`src/rtl/tile_weight_counter_pkg.sv`:
```
// tile_weight_counter_pkg: shared state type, default widths and bound clamping for the weight-tile counter
package tile_weight_counter_pkg;

    typedef enum logic {IDLE, RUN} state_t;

    localparam int CW_DEF = 16;
    localparam int AW_DEF = 20;

    function automatic logic [31:0] clamp_bound(input logic [31:0] b);
        return (b == 32'd0) ? 32'd1 : b;
    endfunction

endpackage

```
`src/rtl/tile_weight_counter_nest_stage.sv`:
```
// wcnt_nest_stage: one wrapping loop counter of the nest, chained to the next level through carry_out
module wcnt_nest_stage #(
    parameter int CW = 16
) (
    input  logic          clk,
    input  logic          rst,
    input  logic          clear,
    input  logic          inc,
    input  logic [CW-1:0] lim,
    output logic [CW-1:0] cnt,
    output logic          at_max,
    output logic          carry_out
);

    assign at_max    = cnt == lim - CW'(1);
    assign carry_out = inc & at_max;

    // count up on inc, wrapping to zero after lim-1
    always_ff @(posedge clk) begin
        if (rst || clear) cnt <= '0;
        else if (inc) cnt <= at_max ? '0 : cnt + CW'(1);
    end

endmodule

```
`src/rtl/tile_weight_counter.sv`:
```
// tile_weight_counter: three-level nested weight-tile read counter; define TILE_WEIGHT_COUNTER_PITCH_EN for padded-row addressing via row_pitch
module tile_weight_counter
    import tile_weight_counter_pkg::*;
#(
    parameter int CW = CW_DEF,
    parameter int AW = AW_DEF
) (
    input  logic          clk,
    input  logic          rst,
    input  logic          start,
    input  logic          clean,
    input  logic          ena,
    input  logic [CW-1:0] n0_lim,
    input  logic [CW-1:0] n1_lim,
    input  logic [CW-1:0] n2_lim,
    input  logic [AW-1:0] base_addr,
`ifdef TILE_WEIGHT_COUNTER_PITCH_EN
    input  logic [AW-1:0] row_pitch,
`endif
    output logic [CW-1:0] cnt0,
    output logic [CW-1:0] cnt1,
    output logic [CW-1:0] cnt2,
    output logic [AW-1:0] addr,
    output logic          valid,
    output logic          busy,
    output logic          done
);

    state_t        state, state_nx;
    logic [CW-1:0] lim [3];
    logic [CW-1:0] cnt [3];
    logic [2:0]    inc, at_max, carry;
    logic          go, adv, last, clr;
    logic [AW-1:0] addr_step;

    assign go   = (state == IDLE) && start && !clean;
    assign adv  = (state == RUN) && ena && !clean;
    assign last = adv && (&at_max);
    assign clr  = go || clean;
    assign inc  = {carry[1], carry[0], adv};

    genvar i;
    generate
        for (i = 0; i < 3; i++) begin : g_stage
            wcnt_nest_stage #(.CW(CW)) u_stage (
                .clk      (clk),
                .rst      (rst),
                .clear    (clr),
                .inc      (inc[i]),
                .lim      (lim[i]),
                .cnt      (cnt[i]),
                .at_max   (at_max[i]),
                .carry_out(carry[i])
            );
        end
    endgenerate

    assign cnt0 = cnt[0];
    assign cnt1 = cnt[1];
    assign cnt2 = cnt[2];

`ifdef TILE_WEIGHT_COUNTER_PITCH_EN
    logic [AW-1:0] pitch, row_start;

    assign addr_step = at_max[0] ? row_start + pitch : addr + AW'(1);

    // track the address of the current row's first element for padded rows
    always_ff @(posedge clk) begin
        if (rst) begin
            pitch     <= '0;
            row_start <= '0;
        end else if (go) begin
            pitch     <= row_pitch;
            row_start <= base_addr;
        end else if (adv && !last && at_max[0]) begin
            row_start <= row_start + pitch;
        end
    end
`else
    assign addr_step = addr + AW'(1);
`endif

    // next state: start launches a sweep, last element or abort returns to idle
    always_comb begin
        state_nx = (state == IDLE) ? (go ? RUN : IDLE) : ((clean || last) ? IDLE : RUN);
    end

    // state and handshake outputs; done comes from the outer-loop wrap
    always_ff @(posedge clk) begin
        if (rst) begin
            state <= IDLE;
            valid <= 1'b0;
            busy  <= 1'b0;
            done  <= 1'b0;
        end else begin
            state <= state_nx;
            valid <= state_nx == RUN;
            busy  <= state_nx == RUN;
            done  <= carry[2];
        end
    end

    // latch bounds at start and step the read address; the final element's address is held
    always_ff @(posedge clk) begin
        if (rst) begin
            lim[0] <= '0;
            lim[1] <= '0;
            lim[2] <= '0;
            addr   <= '0;
        end else if (go) begin
            lim[0] <= CW'(clamp_bound(32'(n0_lim)));
            lim[1] <= CW'(clamp_bound(32'(n1_lim)));
            lim[2] <= CW'(clamp_bound(32'(n2_lim)));
            addr   <= base_addr;
        end else if (adv && !last) begin
            addr <= addr_step;
        end
    end

endmodule

```
`config.mk`:
```
export PLATFORM = sky130hd
export DESIGN_NAME = tile_weight_counter
export DESIGN_NICKNAME = d
export VERILOG_FILES = /design/src/rtl/tile_weight_counter_pkg.sv /design/src/rtl/tile_weight_counter_nest_stage.sv /design/src/rtl/tile_weight_counter.sv
export SDC_FILE = /design/constraint.sdc
export NUM_CORES = 1
export LEC_CHECK = 0
export ABC_AREA = 1
export BUFFER_PORTS_ARGS = -buffer_cell sky130_fd_sc_hd__buf_2
export CORE_ASPECT_RATIO = 1.4
export CORE_UTILIZATION = 50
export DETAILED_ROUTE_END_ITERATION = 8
export HOLD_SLACK_MARGIN = 0.05
export PLACE_DENSITY = 0.75
export SLEW_MARGIN = 20
export SYNTH_ARGS = -nofsm -noshare
export SYNTH_HDL_FRONTEND = slang
export SYNTH_HIERARCHICAL = 1
export SYNTH_SLANG_ARGS = --single-unit
export TNS_END_PERCENT = 20
```
`constraint.sdc`:
```
create_clock -name clk -period 3.9 [get_ports clk]
set_input_delay 1.17 -clock clk [delete_from_list [all_inputs] [get_ports clk]]
set_output_delay 1.17 -clock clk [all_outputs]
set_load 0.005 [all_outputs]
```
Word-level counts from Yosys, hierarchy flattened
Memories as Yosys holds them, arrays and structs flattened.
Index checks and enable logic that the tools add are counted.
- reductions and logical operators: 16
- equal/unequal tests: 3
- add/subtract/negate cells: 7
- bitwise logic cells: 7
- multiplexer cells: 18
- operators by type and width (operator ; count):
    $mux 16 ; 9
    $add 16x1->16 const B ; 3
    $eq 16x16->1 ; 3
    $logic_not 16->1 ; 3
    $sub 16x1->16 const B ; 3
    $mux 20 ; 2
    $add 20x1->20 const B ; 1
    $mux 1 ; 7
    $logic_and 1x1->1 ; 6
    $and 1x1->1 ; 3
    $logic_or 1x1->1 ; 3
    $or 1x1->1 ; 3
    $reduce_and 3->1 ; 1
    $logic_not 1->1 ; 2
    $reduce_bool 2->1 ; 1
    $not 1->1 ; 1
- flip-flop bits (word level): 70
- output and inout port bits: 71
- bits in writable memories: 48
- input bits: 73
- memories: 1
- memory list (name ; depth ; bits a word ; rd ports ; clocked after memory_dff ; wr ports ; RTL line ; RTL):
    lim ; 3 ; 16 ; 3 ; 0 ; 3 ; tile_weight_counter.sv:30 ; logic [CW-1:0] lim [3];

Depth between registers and ports, before layout
Gate-level depths: netlist (run 1).
- word-level depth: 8
- gate-level depth with buffers: 25
- depth with buffers taken out: 23

Modules after synthesis
The synthesis (run 1) kept the hierarchy.
- modules (own cells, without submodules) (module ; times used ; area each (sq um) ; cells an instance):
    wcnt_nest_stage ; 3 ; 1559.0 ; 247
    tile_weight_counter ; 1 ; 3527.1 ; 412

Worst setup path after synthesis (run 1)
Ideal clock, no wire load.
- path kind: input-to-reg
- from: input port clean
- to: register g_stage[2].u_stage.cnt[14]
- cell stages on the path: 20
- arrival: 3.153 ns
- data required time: 3.785 ns
- path slack: 0.632 ns
- library setup time: 0.115 ns
- cells stage by stage: inv_2 nand3_2 inv_2 buf_4 inv_1 nor2_1 buf_4 inv_1 nor2_1 buf_4 nand4_1 nor2_1 nand2_1 inv_1 nand2_1 nor2_1 nand3_1 nor2_1 xnor2_1 nor2_2
- cells in the longest elaborated chain, start to end: 4
- elaborated cells between the ends (all ways): 7
- those cells by class: bitwise: 2; reduce/logical: 5
- RTL lines (what ; RTL line ; RTL):
    from (decl) ; tile_weight_counter.sv:11 ; input logic clean,
    $logic_not 1->1 ; tile_weight_counter.sv:37 ; assign adv = (state == RUN) && ena && !clean;
    $logic_and 1x1->1 ; tile_weight_counter.sv:37 ;
    net adv ; tile_weight_counter.sv:33 ; logic go, adv, last, clr;
    $and 1x1->1 ; tile_weight_counter_nest_stage.sv:16 ; assign carry_out = inc & at_max;
    net carry[0] ; tile_weight_counter.sv:32 ; logic [2:0] inc, at_max, carry;
    $and 1x1->1 ; tile_weight_counter_nest_stage.sv:16 ;
    net carry[1] ; tile_weight_counter.sv:32 ;
    to (signal assigned) ; tile_weight_counter_nest_stage.sv:21 ; else if (inc) cnt <= at_max ? '0 : cnt + CW'(1);
    to (decl) ; tile_weight_counter_nest_stage.sv:10 ; output logic [CW-1:0] cnt,
The timed path passes the listed nets, and every way through them passes these cells.
A chain may end at the register's enable or synchronous reset.

==> run metrics, run 1 <==
main combinational cell family by area after synthesis=simple AND/OR/NAND/NOR gates; initial antenna violation count=0; share of post-route cells with drive strength above 1=0.235; Final min period=3420 ps; PortBufs=143; top cell types by occurrence after synthesis=220 x nand2_1, 187 x nor2_1, 185 x inv_1; Hold Crit Endpoint=addr[19]; Root Buffer=clkbuf_16; Seq/Total Area, Yosys=0.346; Avg WL per Cell=13.7 um; top-area cell type share of the netlist area=0.176; Adder-Cell Fraction of Synth Area=0.0107; hold depth=2; Finished Cell Area=9770 um^2; Setup WS post-layout=476 ps; Synth area leaders=edfxtp_1 18%, dfxtp_1 17%, nand2_1 10%, nor2_1 8.6%, inv_1 8.5%; largest net degree at the start of global routing=38; Slew headroom=0.526; CP required=4220 ps; most frequent cell after synthesis=nand2_1; Max-Cap Viols=0; VDD IR-drop max=0.000268 V; post-place setup slack=235 ps; Crit. End Element=flip-flop; CP Max Fanout=6; Num Clock Sinks=118; reg-to-reg slack, setup=480 ps; R2R cell count=22; Cell variety after synth=43; Min-Delay Startpoint=addr[19]; vias in the first global route=7403; Initial Util=0.509; CTS tree=done; Max Slew Vio Count=0; slew at the pin closest to its max-slew limit=705 ps; nets@finish=1387; Detail Route Antenna Nets=0; CP arrival=3740 ps; final wirelength=20.8 mm; Longest Clk Path Bufs=2; compound-gate portion of the synthesized area=0.0535; GRT Total Usage=0.257; DR vias=7748; DRC Markers=0; Post-synth EDFFs=48; Syn. warnings=6; final setup vio count=0; synthesized flop and latch total=118; top cell type by total area after synthesis=edfxtp_1; share of flip-flops with an asynchronous set or reset=0; Worst-path clk slew=60 ps; IO Pins=144; Die Wd=110 um; first-pass GRT wire length=33.7 mm; Diodes inserted=0; Area Growth Syn to Fin=19.1%; worst hold path type=reg -> reg; Post-Syn Area=8200 um^2; Tcrit/Tclk final=0.878; Fmax achieved=0.292 GHz; clk_lat worst skew=420 ps; Die Height=154 um; core area=16100 um^2; mux cell area share after synthesis=0; Detailed Place HPWL=16.4 mm; post-synthesis average cell area=7.12 um^2; Final GP Congestion=0.946; Worst Setup Path Type=reg -> reg; RR Startpoint=lim[0][0]; Die ar.=16900 um^2; TNS Setup=0 ps; CTS Buf Count=17; Rows=55; total power=3.46 mW; cell count after synthesis=1153; Primary FF master, synth=dfxtp_1; Fin. Hold Viols=0; P per Cell Area=354 nW/um^2; Vias/cell=5.10; router iterations before antenna repair=5; post-synthesis xor/xnor area fraction=0.0801; Critical Path Start Type=flip-flop; P_leak=4.77 nW; status=complete, no violations; Final Skew=12.7 ps; RSZ-0062 raised after global routing=false; DP Area=9140 um^2; gr ovfl total=0; DRC marker count from the first detailed-route iteration=450; Post-CTS Setup Bufs=0; htree depth=4; FF-to-FF End=g_stage[2].u_stage/cnt[14]; Synth Net Count=1233; simple-gate share of the synthesized area=0.408
final cells by class:
cell class,instances,area (um^2)
flip-flops and latches,118,2840
multi-input cells,826,4550
clock buffers,24,492
inverters,193,724
clock inverters,8,120
well taps,199,249
fillers,1503,6330
repair buffers,151,788
per-stage QoR:
stage / cells / utilization / hold slack [ps]
5_1_grt: 1519 / 0.607 / 543
3_5_place_dp: 1487 / 0.568 / 513
2_1_floorplan: 1153 / - / 497
6_report: 1519 / 0.607 / 528
3_3_place_gp: 1487 / 0.568 / 507
4_1_cts: 1519 / 0.606 / 525
logic make-up (layout without fill, tap and decap cells):
group | count (synthesis) | in the layout
AND/OR/NAND/NOR | 672 | 672
buffers and inverters | 209 | 376
flip-flops | 118 | 118
XOR/XNOR | 75 | 75
AO/OA/AOI/OAI | 72 | 72
adder cells (fa/ha/maj) | 7 | 7
power breakdown:
part           internal, mW  switching [mW]  total, mW
Clock                  1.07           0.544       1.61
Sequential             1.34          0.0478       1.38
Combinational         0.169           0.289      0.458
Total                  2.58           0.880       3.46
how the worst max path moves through the flow:
stage	end	slack, ps	depth (start not counted)	startpoint
2_1_floorplan	g_stage[2].u_stage/cnt[14]	630	20	clean
3_3_place_gp	g_stage[2].u_stage/cnt[14]	460	22	lim[0][0]
3_5_place_dp	g_stage[2].u_stage/cnt[14]	230	22	lim[0][0]
4_1_cts	g_stage[2].u_stage/cnt[14]	230	22	lim[0][0]
5_1_grt	g_stage[2].u_stage/cnt[14]	70	22	lim[0][0]
6_report	g_stage[2].u_stage/cnt[14]	480	22	lim[0][0]
timing repair:
| action | CTS | global route |
|---|---|---|
| resized for setup | 0 | 5 |
| setup endpoints to repair | 0 | 4 |
| hold buffers | 0 | 0 |
flip-flops by register name, indices dropped and copies added, names as in the netlist:
register / flops
addr: 20
done: 1
g_stage.u_stage/cnt: 48
lim: 48
state: 1
worst max-delay path: stages, from the launching register on:
cell and delay (ps):
edfxtp_1 390, inv_1 170, ha_2 260, nand2_4 90
nor2_8 150, nand3_1 130, xor2_2 190, nand3_1 110
nor2_1 120, nand3_1 130, nor2_1 150, inv_1 130
nor2_4 180, nand4_1 140, nor2_2 160, nand2_1 60
inv_1 60, nand2_1 80, nor2_1 140, nand3_1 120
nor2_1 150, xnor2_1 150, nor2_2 40
metal layers:
metal | GRT usage | vias up | routed length [um]
li1 | - | 3931 | -
met1 | 0.268 | 3530 | 7920
met2 | 0.470 | 233 | 11000
met3 | 0.0585 | 54 | 1140
met4 | 0.125 | 0 | 736
met5 | 0 | - | 0
layout by cell type, fill, tap and decap left out, types with 5 or more instances in the layout:
cell type	n
nand2_1	219
inv_1	185
nor2_1	185
buf_2	143
nand3_1	96
dfxtp_1	70
xor2_1	53
nor2_2	48
edfxtp_1	48
nand2_2	26
xnor2_1	21
o21ai_0	19
nand4_1	19
a21oi_1	19
clkbuf_16	17
nor4_1	12
nor2_4	11
nand3b_1	11
nor3_1	10
inv_2	7
a21oi_2	7
nand2_4	7
o211ai_1	7
buf_4	7
o21ai_1	6
ha_1	6
o21bai_1	6
and2_1	6
a31oi_1	5
No activity file was read; power rests on OpenSTA's default activity.
==> run 2: changes to the inputs <==
--- a/config.mk
+++ b/config.mk
@@ -7,11 +7,13 @@
 export LEC_CHECK = 0
 export ABC_AREA = 1
 export BUFFER_PORTS_ARGS = -buffer_cell sky130_fd_sc_hd__buf_2
+export CELL_PAD_IN_SITES_DETAIL_PLACEMENT = 1
+export CELL_PAD_IN_SITES_GLOBAL_PLACEMENT = 1
 export CORE_ASPECT_RATIO = 1.4
-export CORE_UTILIZATION = 50
+export CORE_UTILIZATION = 41
 export DETAILED_ROUTE_END_ITERATION = 8
 export HOLD_SLACK_MARGIN = 0.05
-export PLACE_DENSITY = 0.75
+export PLACE_DENSITY = 0.83
 export SLEW_MARGIN = 20
 export SYNTH_ARGS = -nofsm -noshare
 export SYNTH_HDL_FRONTEND = slang
==> run 2 against run 1 <==
Net effect: clock skew decreased by 1.8 ps; setup slack improved by 11 ps; critical path depth unchanged; fmax increased by 0.32%; global-route usage decreased by 0.31 points; final cell count increased by 3.4%.
==> run metrics, run 2 (synthesized netlist as in run 1, its figures left out) <==
first-pass GRT wire length=40.7 mm; slew at the pin closest to its max-slew limit=629 ps; Avg WL per Cell=15.8 um; Fin. Hold Viols=0; DR vias=7922; gr ovfl total=0; DRC marker count from the first detailed-route iteration=260; share of post-route cells with drive strength above 1=0.234; final setup vio count=0; Diodes inserted=0; biggest regs=g_stage.u_stage/cnt: 48 flops, lim: 48 flops, addr: 20 flops; leading cell type in the layout, fill and taps excluded=nand2_1; GRT Total Usage=0.254; Crit. End Element=flip-flop; Vias/cell=5.04; core area=19400 um^2; Max-Cap Viols=0; clk_lat worst skew=430 ps; P per Cell Area=348 nW/um^2; P_leak=4.75 nW; IO Pins=144; TNS Setup=0 ps; initial antenna violation count=0; post-place setup slack=393 ps; htree depth=4; status=complete, no violations; Setup WS post-layout=487 ps; Area Growth Syn to Fin=19.4%; Worst Setup Path Type=reg -> reg; Die Height=169 um; router iterations before antenna repair=4; nets@finish=1390; Max Slew Vio Count=0; Die ar.=20600 um^2; CTS tree=done; VDD IR-drop max=0.000278 V; Final Skew=10.9 ps; vias in the first global route=8383; Root Buffer=clkbuf_16; worst hold path type=reg -> reg; CP Max Fanout=7; RSZ-0062 raised after global routing=false; Num Clock Sinks=118; Detailed Place HPWL=19.8 mm; Finished Cell Area=9800 um^2; Final GP Congestion=0.851; commonest non-fill, non-tap cells in the layout=219 x nand2_1, 187 x nor2_1, 185 x inv_1; Longest Clk Path Bufs=2; Critical Path Start Type=flip-flop; PortBufs=143; CP arrival=3730 ps; Worst-path clk slew=60 ps; CTS Buf Count=17; final wirelength=24.9 mm; DP Area=9220 um^2; Final min period=3410 ps; largest net degree at the start of global routing=26; Slew headroom=0.580; Rows=60; total power=3.41 mW; Initial Util=0.422; Post-CTS Setup Bufs=0; Fmax achieved=0.293 GHz; DRC Markers=0; CP required=4220 ps; Tcrit/Tclk final=0.875; Die Wd=122 um; Detail Route Antenna Nets=0
==> run 2: changes by cell type in the layout (fill, tap and decap cells not counted), sizes merged <==
| cell | previous run | this run |
|---|---|---|
| clkinv | 3 | 8 |
| bufinv | 3 | 2 |
| buf | 151 | 154 |
| clkinvlp | 1 | 3 |
| inv | 194 | 193 |
| clkbuf | 24 | 19 |
==> run 2: worst paths after layout <==
| kind | endpoint | cells past startpoint | from | slack (ps) |
|---|---|---|---|---|
| max | g_stage[2].u_stage/cnt[15] | 22 | lim[0][0] | 490 |
| min | addr[19] | 2 | addr[19] | 520 |
| max reg2reg | g_stage[2].u_stage/cnt[15] | 22 | lim[0][0] | 490 |
| min reg2reg | addr[19] | 2 | addr[19] | 520 |
==> run 2: where the power goes <==
part / internal [mW] / total, mW / switching (mW)
clock network: 0.951 / 1.55 / 0.598
logic: 0.172 / 0.478 / 0.306
registers: 1.33 / 1.39 / 0.0520
total: 2.46 / 3.41 / 0.956
==> run 2: metrics by stage <==
stage | hold slack (ps) | cells | util
CTS | 521 | 1571 | 0.504
detailed placement | 512 | 1539 | 0.474
global placement | 491 | 1539 | 0.474
global route | 563 | 1571 | 0.504
finish | 517 | 1571 | 0.504
floorplan | 497 | 1153 | -
==> run 2: final cells by class <==
cell class                      instances  area (um^2)
Fill cell                            2588         9640
Tap cell                              248          310
Multi-Input combinational cell        826         4540
Clock buffer                           19          443
Inverter                              193          724
Timing Repair Buffer                  154          811
Clock inverter                         13          131
Sequential cell                       118         2840
==> run 2: routing by layer <==
metal  track usage  up-vias  wire length, um
li1              -     3937                -
met1         0.276     3787            10100
met2         0.482      161            13400
met3        0.0504       37              953
met4        0.0800        0              405
met5             0        -                0
==> run 2: what timing repair did <==
action	CTS	global route
setup endpoints to repair	0	1
gates resized for setup	0	1
hold buffers	0	0
==> run 2: worst max-delay path, cell delays in order, from the launching register on <==
cell      delay [ps]
edfxtp_1         400
inv_1            170
ha_2             260
nand2_4           90
nor2_8           160
nand3_1          100
xor2_1           210
nand3_1           90
nor2_1           100
nand3_1          120
nor2_1           140
inv_1            110
nor2_1           160
buf_4            180
inv_1             90
nor3_1           190
nand4_1          120
nor2_1           140
nand2_1          100
inv_1             60
nand3_1           70
xor2_1           170
nor2_2            60
==> run 3: changes to the inputs <==
--- a/config.mk
+++ b/config.mk
@@ -13,7 +13,7 @@
 export CORE_UTILIZATION = 41
 export DETAILED_ROUTE_END_ITERATION = 8
 export HOLD_SLACK_MARGIN = 0.05
-export PLACE_DENSITY = 0.83
+export PLACE_DENSITY_LB_ADDON = 0.3
 export SLEW_MARGIN = 20
 export SYNTH_ARGS = -nofsm -noshare
 export SYNTH_HDL_FRONTEND = slang
==> run 3 against run 2 <==
Net effect: register-to-register slack lost 20 ps; combinational power is 1% lower; total power up 0.93%; design area about the same; non-clock buffer count decreased by 5; global-route usage is 0.20 points higher; hold slack worse by 4.5 ps; first-iteration DRC count fell by 35%; die area did not move; final cell count decreased by 0.32%; clock skew is 3.6 ps higher; count of clock-buffer cells in the layout grew 8; largest cell class unchanged; largest power group unchanged.
==> run metrics, run 3 (synthesized netlist as in run 1, its figures left out) <==
DRC marker count from the first detailed-route iteration=170; fill count=2571; Critical Path Start Type=flip-flop; Post-CTS Resized=0; P_sw=0.930 mW; DRC Markers=0; largest net degree at the start of global routing=49; Die Height=169 um; TNS Setup=0 ps; Rows=60; vias in the first global route=8440; Hold Slack=513 ps; leading cell type in the layout, fill and taps excluded=nand2_1; biggest regs=g_stage.u_stage/cnt: 48 flops, lim: 48 flops, addr: 20 flops; clk_lat worst skew=430 ps; R2R cell count=22; Initial Util=0.422; Root Buffer=clkbuf_16; Max-Cap Viols=0; htree depth=4; Tcrit/Tclk final=0.879; Register Area=2840 um^2; commonest non-fill, non-tap cells in the layout=219 x nand2_1, 185 x inv_1, 185 x nor2_1; nets@finish=1385; P_leak=4.75 nW; Slew headroom=0.525; CP Max Fanout=6; CTS Hold Bufs=0; Finished Cell Area=9790 um^2; Worst-path clk slew=60 ps; RR Startpoint=lim[0][0]; Comb pwr share=0.137; worst hold path type=reg -> reg; RSZ-0062 raised after global routing=false; IO Pins=144; Detailed Place HPWL=20.1 mm; initial antenna violation count=0; multi-input logic area=4550 um^2; Area Growth Syn to Fin=19.4%; Critical Path Start=lim[0][0]; P per Cell Area=352 nW/um^2; post-place setup slack=304 ps; first-pass GRT wire length=40.7 mm; Pint=2.52 mW; CP arrival=3750 ps; Num Clock Sinks=118; Clock Power Share=0.461; status=complete, no violations; Diodes inserted=0; CP required=4220 ps; core area=19400 um^2; DP Area=9170 um^2; Sw Ratio=0.270; total power=3.45 mW; Post-CTS Setup Bufs=0; gr ovfl total=0; Vias/cell=5.08; Avg WL per Cell=16.0 um; Final min period=3430 ps; Critical Path End=g_stage[2].u_stage/cnt[14]; FF-to-FF End=g_stage[2].u_stage/cnt[14]; PortBufs=143; Fmax achieved=0.292 GHz; slew at the pin closest to its max-slew limit=705 ps; Die ar.=20600 um^2; share of post-route cells with drive strength above 1=0.234; Max Slew Vio Count=0; CTS tree=done; final setup vio count=0; router iterations before antenna repair=4; final wirelength=25.1 mm; Die Wd=122 um; DR vias=7959; Crit. End Element=flip-flop; Setup WS post-layout=472 ps; Fin. Hold Viols=0; part of the power in registers=0.402; Worst Setup Path Type=reg -> reg; CTS Buf Count=17; Final GP Congestion=0.877; Longest Clk Path Bufs=2; GRT Total Usage=0.256; Detail Route Antenna Nets=0; VDD IR-drop max=0.000271 V; Final Skew=14.5 ps; reg-to-reg slack, setup=470 ps
-- run 3: critical path: stages, from the launching register on --
cell and delay [ps]:
edfxtp_1 400, inv_1 170, ha_2 260, nand2_4 100
nor2_8 160, nand3_1 130, xor2_2 180, nand3_1 90
nor2_1 100, nand3_1 100, nor2_1 150, inv_1 150
nor2_2 210, nand4_1 160, nor2_2 170, nand2_1 70
inv_1 70, nand2_1 90, nor2_1 140, nand3_1 120
nor2_1 140, xnor2_1 150, nor2_2 40
-- run 3: routing by layer --
layer,vias up,track usage,wire length [um]
met5,-,0,0
met4,0,0.141,897
met3,56,0.0302,812
met2,180,0.497,13800
met1,3797,0.258,9620
li1,3926,-,-
-- run 3: metrics by stage --
| stage | utilization | cells |
|---|---|---|
| floorplan | - | 1153 |
| global placement | 0.472 | 1534 |
| detailed placement | 0.472 | 1534 |
| CTS | 0.503 | 1566 |
| global route | 0.504 | 1566 |
| finish | 0.504 | 1566 |
-- run 3: cell type report --
cell class	instances	area share
clock buffer	27	0.0590
tap	248	0.0317
inverter	193	0.0740
sequential	118	0.290
timing repair buffer	149	0.0777
clock inverter	5	0.00294
multi-input combinational	826	0.464
-- run 3: how the worst min path moves through the flow --
stage | cells past startpoint | startpoint | end
floorplan | 2 | addr[19] | addr[19]
global placement | 2 | addr[19] | addr[19]
detailed placement | 2 | addr[19] | addr[19]
CTS | 2 | addr[19] | addr[19]
global route | 2 | addr[19] | addr[19]
finish | 2 | addr[19] | addr[19]
-- run 3: power by group through the flow --
stage                     Clock, mW  Sequential, mW  Combinational (mW)
after CTS                      1.61            1.39               0.475
after global routing           1.66            1.39               0.528
after floorplan                   0            1.40               0.332
after detailed placement          0            1.41               0.470
after global placement            0            1.41               0.457
final                          1.59            1.39               0.471
